File: src/rtl/ttl74138_scan.sv
// Clocked, parametrised 74138-style decoder with G1/G2A_n/G2B_n gating and
// an internal scan counter (up, down, ping-pong) stepped by a prescaler.
module ttl74138_scan #(
    parameter int ADDR_W     = 3,
    parameter int DIV        = 1,
    parameter int ACTIVE_LOW = 1
) (
    input  logic                   i_clk,
    input  logic                   i_rst,
    input  logic                   i_g1,
    input  logic                   i_g2a_n,
    input  logic                   i_g2b_n,
    input  logic [1:0]             i_mode,
    input  logic [ADDR_W-1:0]      i_a,
    output logic [2**ADDR_W-1:0]   o_y,
    output logic [ADDR_W-1:0]      o_addr_q,
    output logic                   o_tick
);
    localparam int OUT_N = 2**ADDR_W;
    localparam int PW    = (DIV > 1) ? $clog2(DIV) : 1;
    localparam logic [PW-1:0]     P_LAST = PW'(DIV - 1);
    localparam logic [ADDR_W-1:0] A_MAX  = '1;
    localparam logic [ADDR_W-1:0] A_ONE  = ADDR_W'(1);
    localparam logic              AL     = (ACTIVE_LOW != 0);

    typedef enum logic [1:0] {
        M_DIRECT = 2'b00,
        M_UP     = 2'b01,
        M_DOWN   = 2'b10,
        M_PING   = 2'b11
    } mode_t;

    logic [OUT_N-1:0]  r_y;
    logic [ADDR_W-1:0] r_addr;
    logic              r_tick;
    logic [PW-1:0]     r_cnt;
    logic              r_dir_up;
    mode_t             r_mode_prev;

    mode_t             w_mode;
    logic              w_en;
    logic              w_mode_chg;
    logic              w_step;
    logic              w_dir_cur;
    logic              w_dir_nxt;
    logic [ADDR_W-1:0] w_addr_nxt;
    logic [ADDR_W-1:0] w_addr_sel;
    logic [OUT_N-1:0]  w_dec;
    logic [OUT_N-1:0]  w_inact;

    assign w_mode     = mode_t'(i_mode);
    assign w_en       = i_g1 & ~i_g2a_n & ~i_g2b_n;
    assign w_mode_chg = (w_mode != r_mode_prev);
    assign w_inact    = {OUT_N{AL}};

    // A step happens only on the prescaler's last count, never on the cycle
    // a new mode is first seen (that cycle restarts the count instead).
    assign w_step = w_en && (w_mode != M_DIRECT) && !w_mode_chg && (r_cnt == P_LAST);

    always_comb begin
        w_dir_cur = r_dir_up;
        if (w_mode == M_UP)
            w_dir_cur = 1'b1;
        else if (w_mode == M_DOWN)
            w_dir_cur = 1'b0;
    end

    always_comb begin
        w_addr_nxt = r_addr;
        w_dir_nxt  = w_dir_cur;
        if (w_step) begin
            case (w_mode)
                M_UP:   w_addr_nxt = r_addr + A_ONE;
                M_DOWN: w_addr_nxt = r_addr - A_ONE;
                M_PING: begin
                    if (w_dir_cur) begin
                        if (r_addr == A_MAX) begin
                            w_addr_nxt = A_MAX - A_ONE;
                            w_dir_nxt  = 1'b0;
                        end else begin
                            w_addr_nxt = r_addr + A_ONE;
                        end
                    end else begin
                        if (r_addr == '0) begin
                            w_addr_nxt = A_ONE;
                            w_dir_nxt  = 1'b1;
                        end else begin
                            w_addr_nxt = r_addr - A_ONE;
                        end
                    end
                end
                default: w_addr_nxt = r_addr;
            endcase
        end
    end

    // Decode the address that addr_q will take, so y and addr_q move together.
    assign w_addr_sel = (w_mode == M_DIRECT) ? i_a : w_addr_nxt;

    for (genvar i = 0; i < OUT_N; i++) begin : g_dec
        assign w_dec[i] = ((w_addr_sel == ADDR_W'(i)) ? 1'b1 : 1'b0) ^ AL;
    end

    always_ff @(posedge i_clk) begin
        if (i_rst) begin
            r_y         <= w_inact;
            r_addr      <= '0;
            r_tick      <= 1'b0;
            r_cnt       <= '0;
            r_dir_up    <= 1'b1;
            r_mode_prev <= M_DIRECT;
        end else begin
            r_mode_prev <= w_mode;
            if (!w_en) begin
                r_y    <= w_inact;
                r_tick <= 1'b0;
            end else if (w_mode == M_DIRECT) begin
                r_addr <= i_a;
                r_y    <= w_dec;
                r_cnt  <= '0;
                r_tick <= 1'b0;
            end else begin
                r_addr   <= w_addr_nxt;
                r_dir_up <= w_dir_nxt;
                r_y      <= w_dec;
                r_tick   <= w_step;
                r_cnt    <= (w_mode_chg || w_step) ? '0 : r_cnt + PW'(1);
            end
        end
    end

    assign o_y      = r_y;
    assign o_addr_q = r_addr;
    assign o_tick   = r_tick;
endmodule
File: config.mk
export PLATFORM = sky130hd
export DESIGN_NAME = ttl74138_scan
export DESIGN_NICKNAME = d
export VERILOG_FILES = /design/src/rtl/ttl74138_scan.sv
export SDC_FILE = /design/constraint.sdc
export NUM_CORES = 1
export LEC_CHECK = 0
export BUFFER_PORTS_ARGS = -buffer_cell sky130_fd_sc_hd__buf_2
export CORE_MARGIN = 2
export CORE_UTILIZATION = 35
export DETAILED_ROUTE_END_ITERATION = 6
export PLACE_DENSITY = 0.56
export SLEW_MARGIN = 40
export SYNTH_ARGS = -nofsm -noshare
export SYNTH_HDL_FRONTEND = slang
export SYNTH_SLANG_ARGS = --single-unit
File: constraint.sdc
create_clock -name i_clk -period 1.9 [get_ports i_clk]
set_input_delay 0.19 -clock i_clk [delete_from_list [all_inputs] [get_ports i_clk]]
set_output_delay 0.19 -clock i_clk [all_outputs]
set_load 0.03 [all_outputs]
==> results of run 1 <==
## cell families (layout without fill, tap and decap cells)
logic type	count (synthesis)	count (layout)
AOI/OAI and AO/OA	23	23
xor gates and xnor gates	2	2
adders and majority gates	6	6
buffers and inverters	13	43
DFF	16	16
muxes	1	1
and+or+nand+nor	38	38
## what timing repair did
action / in CTS / in global routing
pin swaps: 1 / 4
gates resized for setup: 2 / 8
endpoints found under the setup margin: 2 / 9
## flip-flops by register name, summed over array words and instances, names as in the netlist
signal / cells
o_addr_q: 3
o_y: 8
o_tick: 1
r_mode_prev: 2
r_dir_up: 1
r_cnt: 1
## metal layers
metal,global-route usage [%],share of wire [%],vias up
li1,-,-,420
met1,17.7,44,371
met2,26.3,50,15
met3,1.91,4.4,4
met4,7.50,1.9,0
met5,0,0,-
## final timing paths
kind / startpoint / endpoint / slack (ps) / cells past startpoint
hold reg to reg: r_cnt / r_cnt / 510 / 1
setup / recovery: o_addr_q[1] / o_addr_q[2] / 110 / 10
setup reg to reg: o_addr_q[1] / o_addr_q[2] / 110 / 10
hold / removal: i_rst / o_addr_q[1] / 130 / 2
## worst max-delay path: cells and delay by family, from the launching register on
kind / cells / cell delay [ps]
compound gates: 3 / 490
flops: 1 / 350
simple gates: 2 / 310
fa+ha+maj: 2 / 300
buf+inv: 3 / 220
## cells in the mapped netlist, drive strengths merged, types with 2 or more instances
cell type,number
nor2b,3
inv,10
nand4,2
o22ai,2
nand3b,4
xor2,2
nand2,6
nor3b,2
nor2,3
ha,6
clkbuf,2
o21ai,6
nand3,8
a31oi,6
dfxtp,16
o211ai,2
and2,2
or3,2
a31o,2
## power breakdown
group	total, W	internal (W)	switching [W]	leakage [nW]
Sequential	0.000344	0.000341	0.00000386	0.132
Clock	0.000233	0.000117	0.000116	0.0210
Combinational	0.000127	0.0000564	0.0000711	0.350
## layout make-up
type | count | area (sq um)
Inverter | 10 | 37.5
Sequential cell | 16 | 327
Multi-Input combinational cell | 70 | 574
Clock buffer | 4 | 36.3
Fill cell | 244 | 1250
Tap cell | 30 | 37.5
Timing Repair Buffer | 29 | 165
## metrics by stage
stage / setup WS [ps] / instances
6_report: 114 / 159
5_1_grt: 9.64 / 159
2_1_floorplan: 3.38 / 99
4_1_cts: 18.7 / 159
3_3_place_gp: 74.7 / 155
3_5_place_dp: 21.2 / 155
==> metrics.csv, run 1 <==
metric,value,unit
grt_pass1_wl,3150,microns
placed_cell_area,1090,sq um
drv_cap,0,
io_buffers,21,
path_common_cell,inv_1,
async_flop_share,0,%
grt_overflow,0,
power_density,599,nW/um^2
totalWireLength,1920,microns
hold_buffers,0,
path_clk_slew,110,ps
setup-tns-final,0,ps
end_kind,flop,
gp_congestion,0.770,
fin_crit_sh,94.0,%
num_vias,810,
worstMarginPinSlew,475,ps
syn_inst,99,
cts_root_buffer,clkbuf_4,
die_y,54.2,microns
max_freq,560,MHz
synth-compound-area-share,19.8,%
fin_hold_ws,128,ps
first_pass_iters,4,
cts_sinks,16,
cts_setup_buffers,0,
wl_per_cell,12.1,microns
synth_fa_ha_area_share,8.50,%
most-common-layout-cells,"21 x buf_2, 13 x dfxtp_1, 9 x inv_1",
synth_warnings,0,
hp-class,primary input to flop,
first_iter_violations,19,
cts_buffers,3,
cp_cell_sequence,inv_1 -> ha_4 -> buf_4 -> inv_1 -> ha_1 -> nor2b_1 -> o211ai_1 -> and2_4 -> o22ai_4 -> a31o_1,
core_region_area,2430,sq um
syn_area_per_cell,8.92,sq um
timing_worst_setup_path_type,flop to flop,
grt_usage,15.0,%
hold_violations,0,
grt_max_degree,14,
rsz0062_at_grt,false,
pin_count,22,
fin_total_pwr,0.000705,W
start_kind,flop,
synth_edf_count,0,
clock_path_buffers,2,
synthFlopType,dfxtp_1,
skew,15.0,ps
avgViaCountPerCell,5.09,
utilization,48.4,%
final.min_clock_period,1790,ps
status,"finished, final reports clean",
cpPeakStageDelay,350,ps
drc,0,
die-area,2940,sq um
ctsHtreeMaxLevel,1,
row_count,18,
synth_mux_area_share,1.13,%
ir_drop,262,uV
finalSetupViolCount,0,
antenna_left,0,
area_delta_synth_final,33.3,%
grt_antenna_before_repair,0,
finalInstanceArea,1180,sq um
tritoncts,yes,
diodes,0,
cp.arrival,1970,ps
drv_slew,0,
die_x,54.2,microns
ys_seq_elements,16,
synthXorXnorAreaFrac,1.98,%
synth_top_area_cell,dfxtp_1,
hpwl,1550,microns
layout_commonest_cell,buf_2,
p_leak,0.503,nW
final_nets,146,
ys_seq_area_share,36.3,%
synthDistinctLibCells,35,
crit_slowest_cell,dfxtp_2,
start_util,36.3,%
yosys.area_share.simple,26.6,%
cp_data_required_time,2080,ps
slew_headroom,68.0,%
crit_fanout,5,
grt_pass1_vias,733,
synthTopCellsByArea,"dfxtp_1 36%, ha_1 8.5%, nand3_1 4.5%, a31oi_1 4.2%, inv_1 4.2%",
synth_top_family_by_area,simple AND/OR/NAND/NOR gates,
clock_latency,290,ps
synthesis.area,883,sq um
synth_top_area_share,36.3,%
synth_nets,115,
drive_above_1_share,39.5,%
No activity file was read; power rests on OpenSTA's default activity.
==> inputs of run 2 (changes only) <==
--- a/config.mk
+++ b/config.mk
@@ -8,6 +8,7 @@
 export BUFFER_PORTS_ARGS = -buffer_cell sky130_fd_sc_hd__buf_2
 export CORE_MARGIN = 2
 export CORE_UTILIZATION = 35
+export CTS_BUF_LIST = sky130_fd_sc_hd__clkbuf_4
 export DETAILED_ROUTE_END_ITERATION = 6
 export PLACE_DENSITY = 0.56
 export SLEW_MARGIN = 40
==> run 2 against run 1 <==
- sequential share of layout area is 0.24 points higher
- routed wire length rose by 0.21%
- largest power group unchanged
- register-to-register slack barely moved
- global-route usage unchanged
- cell area fell by 0.85%
- hold slack worse by 1.7 ps
- combinational power hardly changed
- first-iteration DRC count unchanged
==> metrics.csv, run 2 (synthesis results as in run 1) <==
metric,value,unit
die_x,54.2,microns
min_path_cells,2,
placed_cell_area,1090,sq um
die_y,54.2,microns
tritoncts,yes,
r2r-start,o_addr_q[1],
ff2ff_path_depth,10,
path_clk_slew,110,ps
grt_pass1_vias,733,
drc,0,
crit_family,compound AO/OA/AOI/OAI gates,
hold_buffers,0,
final.min_clock_period,1790,ps
cts_sinks,16,
drive_above_1_share,38.8,%
grt_usage,15.0,%
start_util,36.3,%
skew,17.1,ps
first_pass_iters,4,
cts_buffers,3,
worst-path-buf-inv,3,
hold_end,o_addr_q[1],
clock_path_buffers,2,
status,"finished, final reports clean",
grt_overflow,0,
layout_commonest_cell,buf_2,
first_iter_violations,19,
p_leak,0.498,nW
wl_per_cell,12.1,microns
finalInstanceArea,1170,sq um
cts_root_buffer,clkbuf_4,
worstMarginPinSlew,475,ps
io_buffers,21,
r2r-end,o_addr_q[2],
crit_slowest_cell,dfxtp_2,
hold_path.startpoint,i_rst,
fin_crit_sh,94.1,%
start_kind,flop,
slew_headroom,68.0,%
grt_max_degree,14,
max_freq,559,MHz
largest_register_ffs,8,
path_depth,10,
row_count,18,
cp_cell_sequence,inv_1 -> ha_4 -> buf_4 -> inv_1 -> ha_1 -> nor2b_1 -> o211ai_1 -> and2_4 -> o22ai_4 -> a31o_1,
num_vias,811,
die-area,2940,sq um
grt_pass1_wl,3150,microns
totalWireLength,1930,microns
crit_fanout,5,
cp_data_required_time,2080,ps
setup-tns-final,0,ps
rrSetupSlack,110,ps
gp_congestion,0.770,
hold_violations,0,
drv_slew,0,
avgViaCountPerCell,5.10,
antenna_left,0,
ir_drop,254,uV
clock_latency,300,ps
hpwl,1550,microns
rsz0062_at_grt,false,
power_density,569,nW/um^2
final_nets,146,
ctsHtreeMaxLevel,1,
most-common-layout-cells,"21 x buf_2, 13 x dfxtp_1, 9 x inv_1",
drv_cap,0,
diodes,0,
timing_worst_setup_path_type,flop to flop,
hp-class,primary input to flop,
finalSetupViolCount,0,
grt_antenna_before_repair,0,
end_kind,flop,
area_delta_synth_final,32.2,%
cp.arrival,1970,ps
core_region_area,2430,sq um
pin_count,22,
path_common_cell,inv_1,
cpPeakStageDelay,350,ps
[run 2: cell type report]
| cell class | count | area [sq um] |
|---|---|---|
| flip-flops and latches | 16 | 327 |
| fillers | 247 | 1260 |
| inverters | 10 | 37.5 |
| clock inverters | 1 | 3.75 |
| repair buffers | 29 | 165 |
| well taps | 30 | 37.5 |
| multi-input cells | 70 | 574 |
| clock buffers | 3 | 22.5 |
[run 2: worst max-delay path by stage]
stage / start / to / slack, ps
2_1_floorplan: o_addr_q[0] / o_y[2] / 3
3_3_place_gp: o_addr_q[0] / o_y[0] / 70
3_5_place_dp: o_addr_q[0] / o_y[6] / 20
4_1_cts: o_addr_q[0] / o_y[1] / 20
5_1_grt: o_addr_q[1] / o_addr_q[2] / 6
6_report: o_addr_q[1] / o_addr_q[2] / 110
[run 2: metal layers]
| layer | global-route usage (%) | share of wire, % | vias up |
|---|---|---|---|
| li1 | - | - | 421 |
| met1 | 17.7 | 44 | 371 |
| met2 | 26.3 | 50 | 15 |
| met3 | 1.91 | 4.4 | 4 |
| met4 | 7.50 | 2.2 | 0 |
| met5 | 0 | 0 | - |
[run 2: what timing repair did]
action                                 CTS  global route
setup endpoints to repair                2             9
pin swaps                                1             4
setup buffers                            0             0
endpoints found under the hold margin    0             0
gates resized for setup                  2             8
[run 2: stage by stage]
step	utilization (%)	std cells	hold slack [ps]	power (W)	worst slack, ps
floorplan	-	99	252	0.000426	3.38
global placement	44.7	155	447	0.000466	74.7
detailed placement	44.7	155	447	0.000468	21.2
CTS	46.3	159	138	0.000662	16.7
global route	48.0	159	160	0.000689	6.48
finish	48.0	159	126	0.000664	111
[run 2: where the power goes]
part	total (W)	internal [W]	leakage [nW]	switching, W
Sequential	0.000344	0.000341	0.132	0.00000386
Clock	0.000192	0.0000764	0.0154	0.000116
Combinational	0.000127	0.0000564	0.350	0.0000711
Total	0.000664	0.000473	0.498	0.000191
